### src/rtl/oc8051_rr_busarbiter.sv
// Round-robin arbiter sharing one external memory port among four oc8051 masters.
// Registered grant, per-port ack/err routing, and a watchdog that aborts hung transfers.
module oc8051_rr_busarbiter #(
    parameter int TIMEOUT_CYC = 64,
    parameter int ERRCNT_W    = 8
) (
    input  logic                clk,
    input  logic                rst,
    input  logic [3:0]          req_stb,
    input  logic [3:0]          req_wr,
    input  logic [63:0]         req_addr,
    input  logic [31:0]         req_data_in,
    input  logic [3:0]          req_priv,
    output logic [3:0]          req_ack,
    output logic [3:0]          req_err,
    output logic [7:0]          req_data_out,
    output logic                stb,
    output logic                wr,
    output logic [15:0]         addr,
    output logic [7:0]          data_in,
    output logic                priv_lvl,
    input  logic                ack,
    input  logic [7:0]          data_out,
    output logic                grant_vld,
    output logic [1:0]          grant_id,
    output logic [ERRCNT_W-1:0] tmo_count
);
    localparam int NPORTS = 4;
    localparam int WDOG_W = (TIMEOUT_CYC > 2) ? $clog2(TIMEOUT_CYC) : 1;

    typedef enum logic [1:0] {IDLE, BUSY, RECOVER} state_t;

    state_t                state_reg, state_next;
    logic [1:0]            last_grant_reg, last_grant_next;
    logic [1:0]            grant_id_reg, grant_id_next;
    logic [WDOG_W-1:0]     wdog_reg, wdog_next;
    logic [ERRCNT_W-1:0]   tmo_count_reg, tmo_count_next;
    logic [NPORTS-1:0]     skip_mask_reg, skip_mask_next;

    logic [15:0]           port_addr [NPORTS];
    logic [7:0]            port_data [NPORTS];

    genvar gi;
    generate
        for (gi = 0; gi < NPORTS; gi++) begin : g_port
            assign port_addr[gi] = req_addr[16*gi +: 16];
            assign port_data[gi] = req_data_in[8*gi +: 8];
        end
    endgenerate

    logic [NPORTS-1:0] eligible;
    logic [1:0]        winner;
    logic [NPORTS-1:0] gnt_onehot;
    logic              gnt_stb;
    logic              busy;
    logic              timeout_hit;

    assign busy        = (state_reg == BUSY);
    assign gnt_onehot  = 4'b0001 << grant_id_reg;
    assign gnt_stb     = req_stb[grant_id_reg];
    assign timeout_hit = (wdog_reg == WDOG_W'(TIMEOUT_CYC - 1));
    assign eligible    = req_stb & ~skip_mask_reg;

    // Scan from farthest to nearest so the port right after last_grant wins.
    always_comb begin
        winner = last_grant_reg;
        for (int k = NPORTS; k >= 1; k--) begin
            if (eligible[last_grant_reg + 2'(k)]) begin
                winner = last_grant_reg + 2'(k);
            end
        end
    end

    always_comb begin
        state_next      = state_reg;
        last_grant_next = last_grant_reg;
        grant_id_next   = grant_id_reg;
        wdog_next       = wdog_reg;
        tmo_count_next  = tmo_count_reg;
        skip_mask_next  = skip_mask_reg;
        case (state_reg)
            IDLE: begin
                skip_mask_next = '0;
                if (|eligible) begin
                    grant_id_next = winner;
                    wdog_next     = '0;
                    state_next    = BUSY;
                end
            end
            BUSY: begin
                wdog_next = wdog_reg + 1'b1;
                if (ack) begin
                    state_next      = IDLE;
                    last_grant_next = grant_id_reg;
                    skip_mask_next  = gnt_onehot;
                end else if (!gnt_stb) begin
                    state_next      = IDLE;
                    last_grant_next = grant_id_reg;
                end else if (timeout_hit) begin
                    state_next = RECOVER;
                    if (tmo_count_reg != '1) begin
                        tmo_count_next = tmo_count_reg + 1'b1;
                    end
                end
            end
            RECOVER: begin
                state_next      = IDLE;
                last_grant_next = grant_id_reg;
                skip_mask_next  = gnt_onehot;
            end
            default: state_next = IDLE;
        endcase
    end

    always_ff @(posedge clk) begin
        if (rst) begin
            state_reg      <= IDLE;
            last_grant_reg <= 2'd3;
            grant_id_reg   <= 2'd0;
            wdog_reg       <= '0;
            tmo_count_reg  <= '0;
            skip_mask_reg  <= '0;
        end else begin
            state_reg      <= state_next;
            last_grant_reg <= last_grant_next;
            grant_id_reg   <= grant_id_next;
            wdog_reg       <= wdog_next;
            tmo_count_reg  <= tmo_count_next;
            skip_mask_reg  <= skip_mask_next;
        end
    end

    // Memory side follows the granted port only while BUSY; acks outside BUSY are dropped.
    always_comb begin
        stb      = busy & gnt_stb;
        wr       = busy & req_wr[grant_id_reg];
        priv_lvl = busy & req_priv[grant_id_reg];
        addr     = busy ? port_addr[grant_id_reg] : 16'h0000;
        data_in  = busy ? port_data[grant_id_reg] : 8'h00;
        req_ack  = (busy && ack) ? gnt_onehot : 4'b0000;
        req_err  = (busy && !ack && gnt_stb && timeout_hit) ? gnt_onehot : 4'b0000;
    end

    assign req_data_out = data_out;
    assign grant_vld    = busy;
    assign grant_id     = grant_id_reg;
    assign tmo_count    = tmo_count_reg;

endmodule

### config.mk
export PLATFORM = sky130hd
export DESIGN_NAME = oc8051_rr_busarbiter
export DESIGN_NICKNAME = d
export VERILOG_FILES = /design/src/rtl/oc8051_rr_busarbiter.sv
export SDC_FILE = /design/constraint.sdc
export NUM_CORES = 1
export LEC_CHECK = 0
export BUFFER_PORTS_ARGS = -buffer_cell sky130_fd_sc_hd__clkbuf_2
export CORE_ASPECT_RATIO = 1.5
export CORE_MARGIN = 3
export CORE_UTILIZATION = 44
export CTS_BUF_LIST = sky130_fd_sc_hd__clkbuf_8 sky130_fd_sc_hd__clkbuf_16
export CTS_CLUSTER_SIZE = 20
export DETAILED_ROUTE_END_ITERATION = 10
export MAX_ROUTING_LAYER = met4
export PLACE_DENSITY = 0.87
export SYNTH_ARGS = -nofsm -noshare
export SYNTH_HDL_FRONTEND = slang
export SYNTH_SLANG_ARGS = --single-unit
### constraint.sdc
create_clock -name clk -period 3.7 [get_ports clk]
set_input_delay 0.74 -clock clk [delete_from_list [all_inputs] [get_ports clk]]
set_output_delay 0.74 -clock clk [all_outputs]
set_load 0.005 [all_outputs]
# ---- Yosys cells after proc, flatten, opt, wreduce, memory -nomap -nowiden
# Index checks and enable logic that the tools add are counted.
dict set report totals {
  register_bits 24
  output_inout_bits 54
  word_cells 85
}
dict set report op_classes {
  n_addsub 5
  n_lt_le_gt_ge 5
  n_eq_ne 8
  n_shift 1
  mux 37
  bitwise 7
  reduce_logical 16
}
# cell count
set ops {}
lappend ops {{16-bit two-way mux} 3}
lappend ops {{16-bit binary-select mux with 2-bit select} 1}
lappend ops {{8-bit two-way mux} 3}
lappend ops {{2-bit two-way mux} 9}
lappend ops {{8-bit binary-select mux with 2-bit select} 1}
lappend ops {{1-bit binary-select mux with 2-bit select} 6}
lappend ops {{2-bit by 3-bit less-than comparator with 1-bit output (second input constant)} 4}
lappend ops {{4-bit two-way mux} 3}
lappend ops {{4-bit one-hot mux with 3 select lines} 1}
lappend ops {{6-bit one-hot mux with 2 select lines} 1}
lappend ops {{2-bit AND reduction} 5}
lappend ops {{8-bit by 1-bit adder with 8-bit output (second input constant)} 1}
lappend ops {{8-bit inequality test (second input constant)} 1}
lappend ops {{2-bit one-hot mux with 2 select lines} 2}
lappend ops {{6-bit by 1-bit adder with 6-bit output (second input constant)} 1}
lappend ops {{6-bit equality test (second input constant)} 1}
lappend ops {{1-bit two-way mux} 6}
lappend ops {{6-bit two-way mux} 1}
lappend ops {{5-bit AND reduction} 1}
lappend ops {{2-bit adder (second input constant)} 2}
lappend ops {{4-bit bitwise AND} 1}
lappend ops {{1-bit logical AND} 4}
lappend ops {{2-bit inequality test (second input constant)} 2}
lappend ops {{4-bit by 3-bit inequality test with 1-bit output (second input constant)} 1}
lappend ops {{other kinds (15)} 18}

# ---- Longest topological paths before layout
# Gate-level depths: netlist (run 1).
dict set report logic_depth {
  depth_word 7
  mapped_depth 8
  depth_no_buf 7
}

# ---- Least setup slack after synthesis (run 1)
# OpenSTA, ideal clock, no wires.
dict set report synth_path {
  path_kind {reg2out}
  from {reg grant_id_reg[0], in the netlist grant_id[0]}
  to {out addr[0]}
  t_arrival_ns 1.467
  required_ns 2.960
  path_slack_ns 1.493
  stages_incl_launch_ff 5
  path_buffers 2
  cell_sequence {dfxtp_1 -> buf_4 -> buf_2 -> mux4_2 -> and2_1}
}
dict set report synth_between {
  elab_chain_cells 5
}
# item line
set synth_rtl {}
lappend synth_rtl {{from (decl)} 35} ;# logic [1:0] grant_id_reg, grant_id_next;
lappend synth_rtl {{from (signal assigned)} 126} ;# grant_id_reg <= grant_id_next;
lappend synth_rtl {{2-bit NOT with 3-bit output (implied by the code)} 138} ;# addr = busy ? port_addr[grant_id_reg] : 16'h0000;
lappend synth_rtl {{16-bit binary-select mux with 2-bit select} 138}
lappend synth_rtl {{16-bit two-way mux (implied by the code) (2 in a row)} 138}
lappend synth_rtl {{16-bit two-way mux} 138}
lappend synth_rtl {{to (decl)} 19} ;# output logic [15:0] addr,
# Every way passes these cells. The select of a mux whose other input is x is not followed.

# ---- Worst setup path after layout (run 1)
dict set report layout_path {
  from {reg grant_id_reg[0], in the netlist grant_id[0]}
  to {out addr[15]}
}
# The elaborated chain is that of the path after synthesis.

==> flow_metrics.tcl, run 1 <==
set metrics [dict create \
    max_freq_mhz 338 \
    clockRootBuffer "clkbuf_8" \
    cp-start-kind "flip-flop" \
    synthesis.nets 364 \
    hp-class "reg -> reg" \
    ios 173 \
    tightest_slew_ns 0.857 \
    post_cts.repair.setup_buffers 0 \
    synth.most_common_cell "and2_1" \
    path_max_fanout 25 \
    first_pass_iters 4 \
    hold_start "skip_mask_reg[0]" \
    cts_tree "done" \
    globalplace.congestion 0.945 \
    via_count 2486 \
    synth_top_family_by_area "multiplexers" \
    crit_cells 4 \
    core_um2 4890 \
    finalSetupViolations 0 \
    setup_ws_ns 0.741 \
    hold_depth 2 \
    fin_crit_ns 2.96 \
    io_buffer_count 156 \
    crit_required_ns 2.96 \
    overflow 0 \
    slew_headroom_pct 42.8 \
    critPathArrivalTime_ns 2.22 \
    finalPower_mw 0.839 \
    irDropWorstVdd_uv 196 \
    worstSkewPairLatency_ns 0.26 \
    synth_mux_area_share_pct 28.4 \
    wire_per_inst_um 16.8 \
    grt_usage_pct 24.0 \
    ys.flop_type "dfxtp_1" \
    cp_cell_sequence "buf_4 > mux4_2 > and2_1 > clkbuf_2" \
    synth_top_area_share_pct 26.0 \
    synth_xor_area_share_pct 2.33 \
    r2r_cells 5 \
    layout.nets 504 \
    fin_hold_ws_ns 0.469 \
    grt_max_degree 36 \
    grt_pass1_wl_mm 11.3 \
    synth_commonest_cells "and2_1 (27), mux4_2 (26), dfxtp_1 (24)" \
    routed_wl_mm 7.46 \
    area_delta_synth_final_pct 35.8 \
    postCtsHoldBufs 0 \
    hpwl_mm 6.21 \
    status "finished, final reports clean" \
    p_leak_nw 1.45 \
    syn-cell-area_um2 2250 \
    synth_edf_count 0 \
    drc_errors 0 \
    ys_warn_count 0 \
    r2r_start "grant_id[1]" \
    dieArea_um2 6030 \
    final_hold_viol_count 0 \
    antenna_found_initial 0 \
    cp-startpoint "grant_id[0]" \
    crit_type "reg -> out" \
    synth-simple-area-share_pct 25.8 \
    crit_buf_inv 2 \
    cap_viol_max_count 0 \
    report.final.slew_viol_count 0 \
    synthAdderAreaFrac_pct 3.33 \
    grt_pass1_vias 2428 \
    antennaDiodeCount 0 \
    setup.worst_path.end_class "output pin" \
    ant_nets 0 \
    yosysSeqAreaShare_pct 21.3 \
    numCtsBuffers 3 \
    avgSynthCellArea_um2 9.43 \
    synth_top_cells_by_area "mux4_2 (26%), dfxtp_1 (21%), and2_1 (7.5%), buf_4 (3.7%), a21oi_1 (3.3%)" \
    clock_sinks 24 \
    routed_via_density 5.60 \
    synth_cells 239 \
    pwr_density_cell_nw_per_um2 274 \
    period_share_pct 80.0 \
    pre_cts_ws_ns 0.995 \
    largest_register_ffs 8 \
    clock_tree.buffer_depth 2 \
    grt_setup_unrepaired "false" \
    start_util_pct 46.1 \
    fin_setup_tns_ns 0 \
    drtIter0Drc 172 \
    max_stage_delay_ns 0.78 \
    clk_pin_slew_ns 0.09 \
    yosysTopAreaCell "mux4_2" \
    postCtsResizedCells 0 \
    synth_compound_area_share_pct 11.6 \
    drive_gt1_share_pct 51.9 \
    critPathSlowestCell "dfxtp_2" \
    synth.distinct_cells 45 \
    clock_skew_ns 0.00374 \
    cpLargestDelayFamily "flip-flops" \
    synth-seq-cells 24 \
    async_reset_ff_share_pct 0 \
    fill_cells 417 \
    num_rows 31 \
    die_h_um 93.6 \
    htree_levels 1 \
    die_w_um 64.4 \
]
-- layout make-up --
type                    count  area, µm²  area share, %
multi-input cells         184       1610           52.6
repair buffers            159        803           26.3
flip-flops and latches     24        482           15.7
well taps                  66       82.6           2.70
clock buffers               4       55.1           1.80
inverters                   7       26.3          0.859
-- worst paths after layout --
kind | endpoint | slack (ns)
min reg2reg | skip_mask_reg[0] | 0.47
max | addr[15] | 0.74
max reg2reg | tmo_count[5] | 1.53
min | skip_mask_reg[0] | 0.47
-- power by group --
part	total, mW	switching, mW	internal [mW]	leakage [nW]
Combinational	0.356	0.143	0.213	1.23
Clock	0.177	0.0817	0.0948	0.0288
Sequential	0.307	0.0371	0.270	0.195
Total	0.839	0.262	0.577	1.45
-- logic make-up (layout without fill, tap and decap cells) --
family / after synthesis / count (layout)
multiplexers: 31 / 31
buffers and inverters: 31 / 170
flip-flops: 24 / 24
XOR/XNOR: 6 / 6
AO/OA/AOI/OAI: 37 / 37
AND/OR/NAND/NOR: 104 / 104
adder cells (fa/ha/maj): 6 / 6
-- layer usage --
metal	routed length [µm]	vias up	track usage (%)	part of all wire, %
met5	0	-	-	0
met4	156	0	5.82	2.1
met3	771	16	4.69	10
met2	3940	136	44.4	53
met1	2590	1181	26.1	35
li1	-	1153	-	-
-- per-stage QoR --
| step | cells | utilization (%) | cell area (µm²) |
|---|---|---|---|
| finish | 444 | 62.6 | 3060 |
| global route | 444 | 62.6 | 3060 |
| CTS | 444 | 62.6 | 3060 |
| detailed placement | 440 | 61.5 | 3000 |
| global placement | 440 | 61.5 | 3000 |
| floorplan | 239 | - | 2250 |
-- worst register-to-register path: cells and delay by family, from the launching register on --
| kind | cells | cell delay [ns] |
|---|---|---|
| AOI/OAI and AO/OA | 2 | 0.43 |
| DFF | 1 | 0.89 |
| and+or+nand+nor | 3 | 0.80 |
-- layout by cell type, fill, tap and decap left out, drive strengths merged, types with 2 or more instances in the layout --
cell type / instances
clkbuf: 160
and2: 27
mux4: 26
dfxtp: 24
nor2: 19
nand2: 16
a21oi: 15
nand2b: 8
nand3: 8
inv: 7
o21ai: 6
ha: 6
or4: 5
mux2i: 4
nor3: 4
or3: 4
and3: 3
xnor2: 3
o31ai: 3
xor2: 3
buf: 3
a211o: 2
a211oi: 2
nor2b: 2
nor3b: 2
nand3b: 2
Power figures use the tool's default switching activity.
==> run 2, diff against run 1 <==
--- a/config.mk
+++ b/config.mk
@@ -8,12 +8,12 @@
 export BUFFER_PORTS_ARGS = -buffer_cell sky130_fd_sc_hd__clkbuf_2
 export CORE_ASPECT_RATIO = 1.5
 export CORE_MARGIN = 3
-export CORE_UTILIZATION = 44
+export CORE_UTILIZATION = 41
 export CTS_BUF_LIST = sky130_fd_sc_hd__clkbuf_8 sky130_fd_sc_hd__clkbuf_16
 export CTS_CLUSTER_SIZE = 20
 export DETAILED_ROUTE_END_ITERATION = 10
 export MAX_ROUTING_LAYER = met4
-export PLACE_DENSITY = 0.87
+export PLACE_DENSITY = 0.82
 export SYNTH_ARGS = -nofsm -noshare
 export SYNTH_HDL_FRONTEND = slang
 export SYNTH_SLANG_ARGS = --single-unit
==> constraint.sdc (replaced) <==
create_clock -name clk -period 3 [get_ports clk]
set_input_delay 0.6 -clock clk [delete_from_list [all_inputs] [get_ports clk]]
set_output_delay 0.6 -clock clk [all_outputs]
set_load 0.005 [all_outputs]
==> flow_metrics.tcl, run 2 (synthesis gave the netlist of run 1 again) <==
set metrics [dict create \
    status "finished, final reports clean" \
    cap_viol_max_count 0 \
    crit_type "reg -> out" \
    multiInputGateArea_um2 1610 \
    grt_pass1_vias 2370 \
    num_rows 32 \
    largest_register_ffs 8 \
    postCtsHoldBufs 0 \
    final_hold_viol_count 0 \
    critPathArrivalTime_ns 2.02 \
    slew_headroom_pct 64.3 \
    tightest_slew_ns 0.535 \
    die_h_um 96.8 \
    cp-start-kind "flip-flop" \
    p_seq_share_pct 33.1 \
    internal_power_mw 0.779 \
    p_sw_share_pct 29.9 \
    hp-class "reg -> reg" \
    layout.nets 504 \
    postCtsResizedCells 0 \
    pwr_density_cell_nw_per_um2 359 \
    drtIter0Drc 69 \
    clockRootBuffer "clkbuf_8" \
    die_w_um 66.5 \
    max_freq_mhz 382 \
    crit_required_ns 2.40 \
    routed_via_density 5.43 \
    final_core_util_pct 59.0 \
    wire_per_inst_um 16.4 \
    numCtsBuffers 3 \
    report.final.slew_viol_count 0 \
    path_max_fanout 19 \
    via_count 2428 \
    regArea_um2 482 \
    first_pass_iters 4 \
    io_buffer_count 156 \
    fin_crit_ns 2.62 \
    dieArea_um2 6440 \
    finalSetupViolations 0 \
    globalplace.congestion 0.862 \
    power_frac_comb_pct 41.2 \
    htree_levels 1 \
    overflow 0 \
    area_delta_synth_final_pct 37.3 \
    hpwl_mm 6.27 \
    layout_common_cells "clkbuf_2 (156), and2_1 (27), mux4_2 (26)" \
    routed_wl_mm 7.32 \
    power.net_switching_mw 0.331 \
    post_cts.repair.setup_buffers 0 \
    core_um2 5250 \
    fin_setup_tns_ns 0 \
    clock_skew_ns 0.00482 \
    grt_setup_unrepaired "false" \
    irDropWorstVdd_uv 289 \
    clock_tree.buffer_depth 2 \
    start_util_pct 43.0 \
    antenna_found_initial 1 \
    cts_tree "done" \
    clk_pin_slew_ns 0.09 \
    clockPowerShare_pct 25.7 \
    grt_pass1_wl_mm 11.3 \
    p_leak_nw 1.46 \
    grt_usage_pct 23.0 \
    ios 173 \
    setup.worst_path.end_class "output pin" \
    ant_nets 0 \
    grt_max_degree 31 \
    drc_errors 0 \
    layout_commonest_cell "clkbuf_2" \
    fill_cells 470 \
    clock_sinks 24 \
    drive_gt1_share_pct 51.9 \
    worstSkewPairLatency_ns 0.27 \
    period_share_pct 87.4 \
]
## run 2: cell count changes in the layout (fill, tap and decap cells not counted)
cell       delta
bufinv_16     +1
buf_12        +1
buf_4         -1
diode_2       +1
clkbuf_8      -1
## run 2: through the flow
step                worst slack [ns]  cell area (µm²)  hold slack (ns)  power [mW]  cells
floorplan                      0.933             2250            0.427       0.670    239
global placement               0.662             3020            0.442       0.821    442
detailed placement             0.655             3020            0.442       0.837    442
CTS                            0.339             3090            0.455        1.12    446
global route                   0.255             3090            0.477        1.18    447
finish                         0.379             3090            0.451        1.11    447
## run 2: worst max-delay path: stages (launching register included)
cell,delay [ns]
dfxtp_2,0.68
buf_12,0.26
mux4_2,0.52
and2_1,0.18
clkbuf_2,0.11
## run 2: power groups by stage
stage	registers, mW	logic (mW)	clock network, mW
6_report	0.368	0.458	0.285
4_1_cts	0.368	0.462	0.291
3_3_place_gp	0.375	0.446	0
2_1_floorplan	0.350	0.320	0
5_1_grt	0.373	0.502	0.302
3_5_place_dp	0.376	0.461	0
## run 2: final timing paths
path	start	end	slack (ns)	cells after the start
worst min register to register	skip_mask_reg[0]	skip_mask_reg[0]	0.45	2
worst max-delay path	grant_id[0]	addr[6]	0.38	4
worst min-delay path	skip_mask_reg[0]	skip_mask_reg[0]	0.45	2
worst max register to register	grant_id[0]	tmo_count[7]	0.94	5
## run 2: metal layers
metal,GRT usage [%],vias to the layer above,wire (µm)
met5,-,-,0
li1,-,1149,-
met1,22.9,1119,2420
met4,6.57,0,149
met3,7.32,16,898
met2,41.4,144,3850
## run 2: cell type report
| class | count | share of cell area [%] |
|---|---|---|
| multi-input cells | 184 | 52.1 |
| repair buffers | 159 | 26.4 |
| flip-flops and latches | 24 | 15.6 |
| well taps | 68 | 2.75 |
| clock buffers | 3 | 1.33 |
| clock inverters | 1 | 0.971 |
| inverters | 7 | 0.850 |
| diodes | 1 | 0.0809 |
==> run 3, diff against run 2 <==
==> constraint.sdc (replaced) <==
create_clock -name clk -period 3 [get_ports clk]
set_input_delay 0.45 -clock clk [delete_from_list [all_inputs] [get_ports clk]]
set_output_delay 0.45 -clock clk [all_outputs]
set_load 0.005 [all_outputs]
==> flow_metrics.tcl, run 3 (synthesis gave the netlist of run 1 again) <==
set metrics [dict create \
    status "finished, final reports clean" \
    max_stage_delay_ns 0.65 \
    core_um2 5250 \
    period_share_pct 87.7 \
    crit_required_ns 2.55 \
    fill_cells 462 \
    first_pass_iters 4 \
    ant_nets 0 \
    io_buffer_count 156 \
    p_sw_share_pct 29.8 \
    drive_gt1_share_pct 52.0 \
    final_hold_viol_count 0 \
    final_core_util_pct 58.8 \
    r2r_start "grant_id[0]" \
    layout.nets 505 \
    irDropWorstVdd_uv 354 \
    fin_crit_ns 2.63 \
    cp_cell_sequence "buf_4 > mux4_2 > and2_1 > clkbuf_2" \
    finalPower_mw 1.10 \
    p_seq_share_pct 32.7 \
    layout_common_cells "clkbuf_2 (156), and2_1 (27), mux4_2 (26)" \
    ff2ff_setup_slack_ns 0.99 \
    cp-start-kind "flip-flop" \
    area_delta_synth_final_pct 36.9 \
    via_count 2412 \
    report.final.slew_viol_count 0 \
    routed_wl_mm 7.30 \
    max_freq_mhz 380 \
    clk_pin_slew_ns 0.09 \
    htree_levels 1 \
    drtIter0Drc 81 \
    routed_via_density 5.40 \
    numCtsBuffers 3 \
    die_h_um 96.8 \
    p_leak_nw 1.47 \
    internal_power_mw 0.775 \
    worstSkewPairLatency_ns 0.27 \
    crit_type "reg -> out" \
    clock_tree.buffer_depth 2 \
    globalplace.congestion 0.912 \
    layout_commonest_cell "clkbuf_2" \
    tightest_slew_ns 0.494 \
    power.net_switching_mw 0.329 \
    antenna_found_initial 0 \
    num_rows 32 \
    grt_pass1_vias 2361 \
    rr_endpoint "tmo_count[7]" \
    fin_hold_ws_ns 0.449 \
    clock_skew_ns 0.00966 \
    finalSetupViolations 0 \
    post_cts.repair.setup_buffers 0 \
    pwr_density_cell_nw_per_um2 358 \
    postCtsHoldBufs 0 \
    ios 173 \
    power_frac_comb_pct 41.6 \
    critPathArrivalTime_ns 2.18 \
    drc_errors 0 \
    postCtsResizedCells 0 \
    hold_depth 2 \
    largest_register_ffs 8 \
    clock_sinks 24 \
    dieArea_um2 6440 \
    clockRootBuffer "clkbuf_8" \
    hpwl_mm 6.21 \
    cp-startpoint "grant_id[0]" \
    grt_pass1_wl_mm 11.4 \
    r2r_cells 5 \
    cap_viol_max_count 0 \
    path_max_fanout 19 \
    cts_tree "done" \
    cp-endpoint "addr[2]" \
    overflow 0 \
    grt_setup_unrepaired "false" \
    hp-class "reg -> reg" \
    grt_usage_pct 22.9 \
    wire_per_inst_um 16.3 \
    critPathSlowestCell "dfxtp_2" \
    setup.worst_path.end_class "output pin" \
    start_util_pct 43.0 \
    die_w_um 66.5 \
    slew_headroom_pct 67.0 \
    clockPowerShare_pct 25.7 \
    antennaDiodeCount 0 \
    grt_max_degree 36 \
    fin_setup_tns_ns 0 \
]
-- run 3: cell count changes in the layout (fill, tap and decap cells not counted) --
cell | previous run | this run
buf_12 | 1 | 0
diode_2 | 1 | 0
buf_4 | 2 | 4
-- run 3: final cells by class --
class / instances / area, µm² / area share (%)
clock buffers: 3 / 41.3 / 1.34
clock inverters: 1 / 30.0 / 0.973
well taps: 68 / 85.1 / 2.76
flip-flops and latches: 24 / 482 / 15.6
repair buffers: 160 / 811 / 26.3
multi-input cells: 184 / 1610 / 52.2
inverters: 7 / 26.3 / 0.852
-- run 3: metrics by stage --
| stage | cell area, µm² | instances | setup slack [ns] |
|---|---|---|---|
| 2_1_floorplan | 2250 | 239 | 1.08 |
| 3_3_place_gp | 3010 | 443 | 0.670 |
| 3_5_place_dp | 3010 | 443 | 0.641 |
| 4_1_cts | 3090 | 447 | 0.334 |
| 5_1_grt | 3090 | 447 | 0.184 |
| 6_report | 3090 | 447 | 0.368 |
-- run 3: metal layers --
layer  share of wire [%]  track usage, %
met2                  52            41.7
met4                0.59            2.82
met3                  11            6.62
met5                   0               -
met1                  36            24.7
-- run 3: power by group through the flow --
| stage | Sequential, mW | Combinational [mW] | Clock (mW) |
|---|---|---|---|
| 5_1_grt | 0.365 | 0.505 | 0.300 |
| 3_3_place_gp | 0.367 | 0.448 | 0 |
| 6_report | 0.360 | 0.459 | 0.284 |
| 4_1_cts | 0.361 | 0.463 | 0.289 |
| 2_1_floorplan | 0.350 | 0.320 | 0 |
| 3_5_place_dp | 0.368 | 0.463 | 0 |
-- run 3: worst min path at each step --
stage | from | to | slack (ns)
after floorplan | skip_mask_reg[2] | skip_mask_reg[2] | 0.43
after global placement | skip_mask_reg[0] | skip_mask_reg[0] | 0.44
after detailed placement | skip_mask_reg[2] | skip_mask_reg[2] | 0.44
after CTS | skip_mask_reg[2] | skip_mask_reg[2] | 0.45
after global routing | skip_mask_reg[2] | skip_mask_reg[2] | 0.48
final | skip_mask_reg[2] | skip_mask_reg[2] | 0.45
-- run 3: worst max-delay path: cells and delay by family (launching register included) --
family	cells	cell delay (ns)
buf+inv	2	0.53
flops	1	0.65
mux	1	0.54
simple gates	1	0.18
